<file path="src/rtl/slow_clk_monitor_if.sv">
// Bundle between the slow-clock source side and the fast-domain monitor.
// Handshake: there is no valid/ready pair here. slow_in is a free-running
// level with no timing relation to clk. Every output is a registered
// clk-domain value. rise_pulse, fall_pulse and period_valid are one-cycle
// strobes that a consumer must act on in the cycle they are high.
// dbg_measure exposes the FSM state: 0 = IDLE, 1 = MEASURE.
interface slow_clk_monitor_if #(
    parameter int unsigned CNT_W = 32
);
    logic             slow_in;
    logic             rise_pulse;
    logic             fall_pulse;
    logic [CNT_W-1:0] period;
    logic             period_valid;
    logic             locked;
    logic             stalled;
    logic [7:0]       err_count;
    logic             dbg_measure;

    // Source side: drives the slow clock and observes the monitor.
    modport master (
        output slow_in,
        input  rise_pulse, fall_pulse, period, period_valid,
        input  locked, stalled, err_count, dbg_measure
    );

    // Monitor side: samples the slow clock and reports on it.
    modport slave (
        input  slow_in,
        output rise_pulse, fall_pulse, period, period_valid,
        output locked, stalled, err_count, dbg_measure
    );
endinterface

</file>
<file path="src/rtl/slow_clk_monitor.sv">
// Fast-domain receiver for a divided slow clock. It synchronizes slow_in,
// emits rise/fall strobes, measures each rise-to-rise period in clk cycles,
// tracks lock against EXPECTED +/- TOL, and flags a stalled slow clock.
// Parameter constraints: SYNC_STAGES >= 2, TOL <= EXPECTED, and
// EXPECTED+TOL < TIMEOUT < 2**CNT_W.
module slow_clk_monitor #(
    parameter int unsigned SYNC_STAGES = 2,
    parameter int unsigned CNT_W       = 32,
    parameter int unsigned EXPECTED    = 100000000,
    parameter int unsigned TOL         = 16,
    parameter int unsigned LOCK_COUNT  = 4,
    parameter int unsigned TIMEOUT     = 200000000
) (
    input  logic               clk,
    input  logic               rst,
    slow_clk_monitor_if.slave  bus
);

    localparam int unsigned      GW       = $clog2(LOCK_COUNT + 1);
    localparam logic [CNT_W-1:0] LO_BOUND = CNT_W'(EXPECTED - TOL);
    localparam logic [CNT_W-1:0] HI_BOUND = CNT_W'(EXPECTED + TOL);
    localparam logic [CNT_W-1:0] TMO      = CNT_W'(TIMEOUT);
    localparam logic [CNT_W-1:0] TMO_M1   = CNT_W'(TIMEOUT - 1);
    localparam logic [GW-1:0]    LOCK_V   = GW'(LOCK_COUNT);

    typedef enum logic {
        IDLE    = 1'b0,
        MEASURE = 1'b1
    } state_t;

    logic [SYNC_STAGES-1:0] r_sync;
    logic                   r_hist;
    logic                   r_rise;
    logic                   r_fall;
    logic [CNT_W-1:0]       r_cnt;
    logic [CNT_W-1:0]       r_period;
    logic                   r_period_valid;
    logic                   r_locked;
    logic                   r_stalled;
    logic [7:0]             r_err;
    logic [GW-1:0]          r_good;
    state_t                 r_state;

    logic                   w_sync_out;
    logic                   w_rise;
    logic                   w_fall;
    logic                   w_in_tol;
    logic                   w_stall_hit;
    logic [GW-1:0]          w_good_next;
    logic [7:0]             w_err_next;

    // Edge detection on the synchronized level. The strobes are registered
    // so consumers see clean flop outputs, one edge after detection.
    assign w_sync_out = r_sync[SYNC_STAGES-1];
    assign w_rise     = w_sync_out & ~r_hist;
    assign w_fall     = ~w_sync_out & r_hist;

    // Measurement decode: tolerance window, stall point, saturating updates.
    always_comb begin
        w_in_tol    = (r_cnt >= LO_BOUND) && (r_cnt <= HI_BOUND);
        w_stall_hit = ~w_rise && (r_cnt == TMO_M1);
        w_good_next = (r_good == LOCK_V) ? LOCK_V : r_good + 1'b1;
        w_err_next  = (r_err == 8'hFF) ? 8'hFF : r_err + 8'd1;
    end

    // Synchronizer chain, edge-history flop and registered strobes.
    always_ff @(posedge clk or posedge rst) begin
        if (rst) begin
            r_sync <= '0;
            r_hist <= 1'b0;
            r_rise <= 1'b0;
            r_fall <= 1'b0;
        end else begin
            r_sync <= {r_sync[SYNC_STAGES-2:0], bus.slow_in};
            r_hist <= w_sync_out;
            r_rise <= w_rise;
            r_fall <= w_fall;
        end
    end

    // Cycles since the last rise; restarts at 1 on a rise and parks at TIMEOUT.
    always_ff @(posedge clk or posedge rst) begin
        if (rst) begin
            r_cnt <= '0;
        end else if (w_rise) begin
            r_cnt <= CNT_W'(1);
        end else if (r_cnt != TMO) begin
            r_cnt <= r_cnt + 1'b1;
        end
    end

    // Measurement FSM: a rise in MEASURE closes a period. A timeout from any
    // state drops back to IDLE. A rise on the timeout cycle takes priority.
    always_ff @(posedge clk or posedge rst) begin
        if (rst) begin
            r_state        <= IDLE;
            r_period       <= '0;
            r_period_valid <= 1'b0;
            r_locked       <= 1'b0;
            r_stalled      <= 1'b0;
            r_err          <= '0;
            r_good         <= '0;
        end else begin
            r_period_valid <= 1'b0;
            if (w_rise) begin
                r_stalled <= 1'b0;
                case (r_state)
                    IDLE: begin
                        r_state <= MEASURE;
                    end
                    MEASURE: begin
                        r_period       <= r_cnt;
                        r_period_valid <= 1'b1;
                        if (w_in_tol) begin
                            r_good   <= w_good_next;
                            r_locked <= (w_good_next == LOCK_V);
                        end else begin
                            r_good   <= '0;
                            r_locked <= 1'b0;
                            r_err    <= w_err_next;
                        end
                    end
                endcase
            end else if (w_stall_hit) begin
                r_stalled <= 1'b1;
                r_locked  <= 1'b0;
                r_good    <= '0;
                r_err     <= w_err_next;
                r_state   <= IDLE;
            end
        end
    end

    assign bus.rise_pulse   = r_rise;
    assign bus.fall_pulse   = r_fall;
    assign bus.period       = r_period;
    assign bus.period_valid = r_period_valid;
    assign bus.locked       = r_locked;
    assign bus.stalled      = r_stalled;
    assign bus.err_count    = r_err;
    assign bus.dbg_measure  = (r_state == MEASURE);

endmodule
</file>
<file path="src/flat_wrapper.sv">
// flat-port wrapper written by rule: the top's interface ports become plain ports
module slow_clk_monitor_flat 
#(
    parameter int unsigned SYNC_STAGES = 2,
    parameter int unsigned CNT_W       = 32,
    parameter int unsigned EXPECTED    = 100000000,
    parameter int unsigned TOL         = 16,
    parameter int unsigned LOCK_COUNT  = 4,
    parameter int unsigned TIMEOUT     = 200000000
)
  (clk, rst, bus_slow_in, bus_rise_pulse, bus_fall_pulse, bus_period, bus_period_valid, bus_locked, bus_stalled, bus_err_count, bus_dbg_measure);
  slow_clk_monitor_if #(.CNT_W(CNT_W)) bus_i ();
  input  logic clk;
  input  logic rst;
  input wire logic [$bits(bus_i.slow_in)-1:0] bus_slow_in;
  output wire logic [$bits(bus_i.rise_pulse)-1:0] bus_rise_pulse;
  output wire logic [$bits(bus_i.fall_pulse)-1:0] bus_fall_pulse;
  output wire logic [$bits(bus_i.period)-1:0] bus_period;
  output wire logic [$bits(bus_i.period_valid)-1:0] bus_period_valid;
  output wire logic [$bits(bus_i.locked)-1:0] bus_locked;
  output wire logic [$bits(bus_i.stalled)-1:0] bus_stalled;
  output wire logic [$bits(bus_i.err_count)-1:0] bus_err_count;
  output wire logic [$bits(bus_i.dbg_measure)-1:0] bus_dbg_measure;
  assign bus_i.slow_in = bus_slow_in;
  assign bus_rise_pulse = bus_i.rise_pulse;
  assign bus_fall_pulse = bus_i.fall_pulse;
  assign bus_period = bus_i.period;
  assign bus_period_valid = bus_i.period_valid;
  assign bus_locked = bus_i.locked;
  assign bus_stalled = bus_i.stalled;
  assign bus_err_count = bus_i.err_count;
  assign bus_dbg_measure = bus_i.dbg_measure;
  slow_clk_monitor #(.SYNC_STAGES(SYNC_STAGES), .CNT_W(CNT_W), .EXPECTED(EXPECTED), .TOL(TOL), .LOCK_COUNT(LOCK_COUNT), .TIMEOUT(TIMEOUT)) u_core (.clk(clk), .rst(rst), .bus(bus_i));
endmodule
</file>
<file path="config.mk">
export PLATFORM = sky130hd
export DESIGN_NAME = slow_clk_monitor_flat
export DESIGN_NICKNAME = d
export VERILOG_FILES = /design/src/rtl/slow_clk_monitor_if.sv /design/src/rtl/slow_clk_monitor.sv /design/src/flat_wrapper.sv
export SDC_FILE = /design/constraint.sdc
export NUM_CORES = 1
export LEC_CHECK = 0
export ABC_AREA = 1
export BUFFER_PORTS_ARGS = -buffer_cell sky130_fd_sc_hd__buf_2
export CAP_MARGIN = 15
export CORE_UTILIZATION = 40
export CTS_BUF_LIST = sky130_fd_sc_hd__clkbuf_4 sky130_fd_sc_hd__clkbuf_8
export CTS_CLUSTER_DIAMETER = 30
export DETAILED_ROUTE_END_ITERATION = 12
export SYNTH_ARGS = -nofsm -noshare
export SYNTH_HDL_FRONTEND = slang
export SYNTH_SLANG_ARGS = --single-unit
</file>
<file path="constraint.sdc">
create_clock -name clk -period 2 [get_ports clk]
set_input_delay 0 -clock clk [delete_from_list [all_inputs] [get_ports clk]]
set_output_delay 0 -clock clk [all_outputs]
set_load 0.005 [all_outputs]
</file>
**After elaboration in Yosys (flattened, before gate mapping)**

Index checks and enable logic that the tools add are counted.

- Input bits: 3
- Register bits: 84
- Word-level logic and storage cells: 57
- Output and inout port bits: 46

- Reduce and logical (&&, ||, !) cells: 7
- Mux-type cells: 21
- $lt $le $gt $ge: 2
- Equality and inequality tests: 7
- Bitwise logic cells: 5
- Add/subtract/negate cells: 3

Operator list:

| kind | count |
|---|---|
| 32-bit two-way mux | 2 |
| 8-bit two-way mux | 5 |
| 32-bit by 1-bit adder with 32-bit output, second input constant | 1 |
| 32-bit by 28-bit == test with 1-bit output, second input constant | 1 |
| 32-bit by 27-bit greater-or-equal comparator with 1-bit output, second input constant | 1 |
| 32-bit by 27-bit less-or-equal comparator with 1-bit output, second input constant | 1 |
| 32-bit by 28-bit != test with 1-bit output, second input constant | 1 |
| 3-bit two-way mux | 5 |
| 1-bit two-way mux | 9 |
| 8-bit by 1-bit adder with 8-bit output, second input constant | 1 |
| 8-bit == test, second input constant | 1 |
| 3-bit == test, second input constant | 2 |
| 2-bit AND reduction | 2 |
| 2-bit nonzero test | 2 |
| 3-bit by 1-bit adder with 3-bit output, second input constant | 1 |
| 1-bit inverter | 3 |
| 3-bit AND reduction | 1 |
| 1-bit AND | 2 |
| 1-bit logical AND | 2 |
| 2-bit by 1-bit != test with 1-bit output, second input constant | 1 |
| 2-bit != test, second input constant | 1 |

**Longest topological paths before layout**

- Depth after elaboration: 6
- Gate-level depth with buffers: 11
- Depth with buffers taken out: 10

**Least setup slack after synthesis**

Ideal clock, no wire load.

- Path type: reg-to-reg
- From: register u_core.r_cnt[0]
- To: register u_core.r_err[6] (netlist: u_core.bus.err_count[6])
- Path buffers: 0
- Data required time: 1.883 ns
- Setup time: 0.117 ns
- Stages on the path, launching flop included: 11
- Arrival time: 1.347 ns
- Clock period less this slack: 1.464 ns
- Slack: 0.536 ns
- Path through: dfrtp_1 -> ha_1 -> nand2_1 -> nor2_2 -> nand2_2 -> nor2_2 -> nand3_2 -> nand2_4 -> nand2_2 -> nand2_1 -> nand2_1

- Cells in the longest elaborated chain, start to end: 4
- Elaborated cells between the ends (all ways): 8
- Those cells by class: order compare: 2; eq/ne: 2; reduce/logical: 4

RTL lines:

| what | RTL line | source |
|---|---|---|
| start, declared | slow_clk_monitor.sv:35 | `logic [CNT_W-1:0] r_cnt;` |
| start signal, assigned | slow_clk_monitor.sv:88 | `r_cnt <= r_cnt + 1'b1;` |
| 32-bit by 27-bit greater-or-equal comparator with 1-bit output, or another cell as far along | slow_clk_monitor.sv:60 | `w_in_tol = (r_cnt >= LO_BOUND) && (r_cnt <= HI_BOUND);` |
| 1-bit logical AND (on tied branches) | slow_clk_monitor.sv:60, slow_clk_monitor.sv:61 |  |
| 2-bit != test (no source line) / 2-bit nonzero test (equally long branches) | - |  |
| 3-bit AND reduction (no source line) * | - |  |
| end signal, assigned | slow_clk_monitor.sv:120 | `r_err <= w_err_next;` |
| end signal, assigned | slow_clk_monitor.sv:128 | `r_err <= w_err_next;` |
| end, declared | slow_clk_monitor.sv:40 | `logic [7:0] r_err;` |

Mark *: on every way between the ends. The rest lies on a longest branch, timed or not.
A chain may end at the register's enable or synchronous reset.

**Worst setup path after layout**

- From: register u_core.r_cnt[1]
- To: register u_core.r_err[1] (netlist: u_core.bus.err_count[1])

Same word-level chain as after synthesis.

==> key figures <==
Timing
  – RSZ-0062 raised after global routing: no
  – Slew @ Worst Pin: 0.392 ns
  – Peak Freq: 568 MHz
  – Max Clock Skew: 0.00872 ns
  – Final setup fails: 0
  – Fin. Hold Viols: 0
  – Final min period: 1.76 ns
  – Slew headroom: 73.8%
  – Fin. max-slew vios: 0
  – Fin crit share: 88.1%
  – Fin Setup TNS: 0 ns

CTS
  – Inserted Clock Buffers: 9
  – Clk buf depth: 2
  – CTS H-tree depth: 3
  – TritonCTS clock tree: yes
  – Clk_lat worst skew: 0.35 ns
  – Setup bufs post-CTS: 0
  – Clk sinks: 84
  – CTS Root Cell: clkbuf_8
  – CTS clk-pin slew, worst paths: 0.08 ns

GRT
  – Vias in the first global route: 3455
  – Antenna violations before repair: 0
  – Gr usage total: 20.1%
  – First-pass GRT wire length: 17.1 mm
  – Largest net degree at the start of global routing: 50
  – Total grt overflow: 0

Setup path
  – Critical R2R Launch: u_core.r_cnt[1]
  – CP cell instances: ha_1 -> nand2_1 -> nor2_2 -> nand2_2 -> nor2_2 -> nand3_2 -> nand2_4 -> nand2_2 -> nand2_1 -> nand2_1
  – Startpoint Class: flop
  – Crit Path Max Fanout: 14
  – Worst EP arrival: 2.00 ns
  – WS Path Type: flop to flop
  – CP startpoint: u_core.r_cnt[1]
  – Data required, critical path: 2.24 ns
  – Critical Path End Type: flop
  – Crit-path most repeated cell: nand2_1
  – CP max stage cell: dfrtp_1
  – Crit path largest cell delay: 0.39 ns

Floorplanning
  – I/O Pins: 49
  – Die W: 105 um
  – Row cnt: 37
  – Effective utilization at floorplan: 41.0%
  – Die Height: 105 um
  – Die area: 11000 sq um
  – Core box area: 10300 sq um

Cells and area
  – Cell area after layout: 4890 sq um
  – Area delta synth->final: 16.0%
  – # fillers: 1030
  – Inserted Diodes: 0
  – Area of the multi-input gates: 1820 sq um
  – # nets final: 607
  – Non-Filler Instances: 740
  – Share of cells above drive strength 1: 16.6%
  – Register area: 2100 sq um

Logic synthesis
  – Post-synth top area cell: dfrtp_1
  – Synth Area per Inst: 7.78 sq um
  – Cell count after synthesis: 542
  – Cell Area, Synth: 4220 sq um
  – EDFF count, synth: 0
  – Yosys Warn Count: 0
  – Commonest cells post-synth: nand2_1, dfrtp_1, nor2_1
  – Share of the synthesized area in the top cell type: 49.9%
  – Synth cell types: 30
  – Most frequent cell after synthesis: nand2_1
  – Area contributors post-synth: dfrtp_1, nand2_1, nor2_1
  – Seq/Total Area, Yosys: 49.9%
  – Ys flop type: dfrtp_1
  – Synthesized net count: 550
  – Flops & latches, synth: 84
  – Post-synth ARST share: 100%

Placed design
  – Gp weighted congestion: 0.908
  – Port Buffers: 48
  – Placed Area: 4650 sq um
  – Post-DP HPWL: 7.59 mm
  – Placed Cells: 722

Drt
  – DR vias/cell: 4.94
  – Post-Route WL: 10.2 mm
  – Residual DRC count: 0
  – Via count: 3656
  – Routed wire per std cell: 13.7 um
  – DRT iter0 DRCs: 289
  – DRT antenna net count: 0
  – DR pass1 iterations: 5

Run status
  – Outcome: completed

Flow run
  – Max_cap viols: 0

Power
  – Leak: 2.45 nW
  – VDD IR-drop max: 326 uV
  – PwrDens: 757 nW/um^2

Min path
  – Min-delay worst type: input port to async pin
report_power, final:
part | switching (mW) | internal [mW]
Clock | 0.597 | 0.746
Sequential | 0.104 | 1.81
Combinational | 0.269 | 0.182
Total | 0.970 | 2.73
critical path, delay by kind of cell (launching register included):
| kind | cells | cell delay, ns |
|---|---|---|
| fa+ha+maj | 1 | 0.20 |
| flops | 1 | 0.39 |
| simple gates | 9 | 1.06 |
state kept, by name, summed over array words and instances (netlist names):
signal,count
u_core.bus.period,32
u_core.r_cnt,32
u_core.bus.err_count,8
u_core.r_good,3
u_core.r_sync,2
u_core.bus.dbg_measure,1
u_core.bus.fall_pulse,1
u_core.bus.locked,1
u_core.bus.period_valid,1
u_core.bus.rise_pulse,1
u_core.bus.stalled,1
u_core.r_hist,1
path summary, 6_finish.rpt:
check | to | slack [ns] | depth (start not counted)
min reg2reg | u_core.r_sync[1] | 0.36 | 0
min in group clk | u_core.r_sync[0] | 0.30 | 2
max | u_core.bus.err_count[1] | 0.24 | 10
max in group asynchronous | u_core.r_cnt[2] | 1.23 | 4
min | u_core.bus.stalled | 0.17 | 3
max reg2reg | u_core.bus.err_count[1] | 0.24 | 10
layout make-up:
type                            count  area share (%)
Multi-Input combinational cell    385            37.3
Timing Repair Buffer               57            6.91
Clock buffer                       11            2.97
Sequential cell                    84            43.0
Clock inverter                      5            1.53
Tap cell                          136            3.48
Inverter                           62            4.84
cells by family (layout without fill, tap and decap cells):
logic type,Yosys count,after routing,share of synthesized area [%]
AO/OA/AOI/OAI,66,66,8.01
XOR/XNOR,12,12,2.49
adder cells (fa/ha/maj),5,5,1.48
buffers and inverters,73,135,6.92
flip-flops,84,84,49.9
AND/OR/NAND/NOR,302,302,31.2
cells in the final DEF, fill, tap and decap left out, types with 3 or more instances in the layout:
master / n
nand4_1: 3
nand2_1: 155
nor2_1: 65
clkbuf_8: 10
buf_2: 48
nor2_2: 6
o21ai_0: 40
inv_2: 4
o21ai_1: 5
inv_1: 57
clkinv_2: 3
a21oi_1: 16
nor2_4: 4
nand3_1: 33
a31oi_1: 4
nand2_2: 9
nor3_1: 19
buf_4: 5
xor2_1: 12
ha_1: 5
dfrtp_1: 84
metrics by stage:
step,power [mW],setup slack [ns],utilization [%],hold slack (ns)
CTS,3.76,0.218,47.6,0.171
floorplan,2.23,0.536,-,0.0314
global route,3.92,0.0398,47.6,0.202
finish,3.70,0.239,47.6,0.174
detailed placement,2.40,0.234,45.2,0.0140
global placement,2.39,0.310,45.2,0.00927
routing by layer:
layer / global-route usage [%] / share of wire (%)
met1: 27.4 / 46
met2: 32.0 / 47
met3: 2.87 / 4.7
met4: 8.35 / 2.2
met5: 0 / 0
repair_timing:
item | in CTS | in global routing
endpoints found under the setup margin | 0 | 8
resized for setup | 0 | 1
hold buffers | 2 | 0
endpoints found under the hold margin | 62 | 0
(Power assumes the default switching activity.)
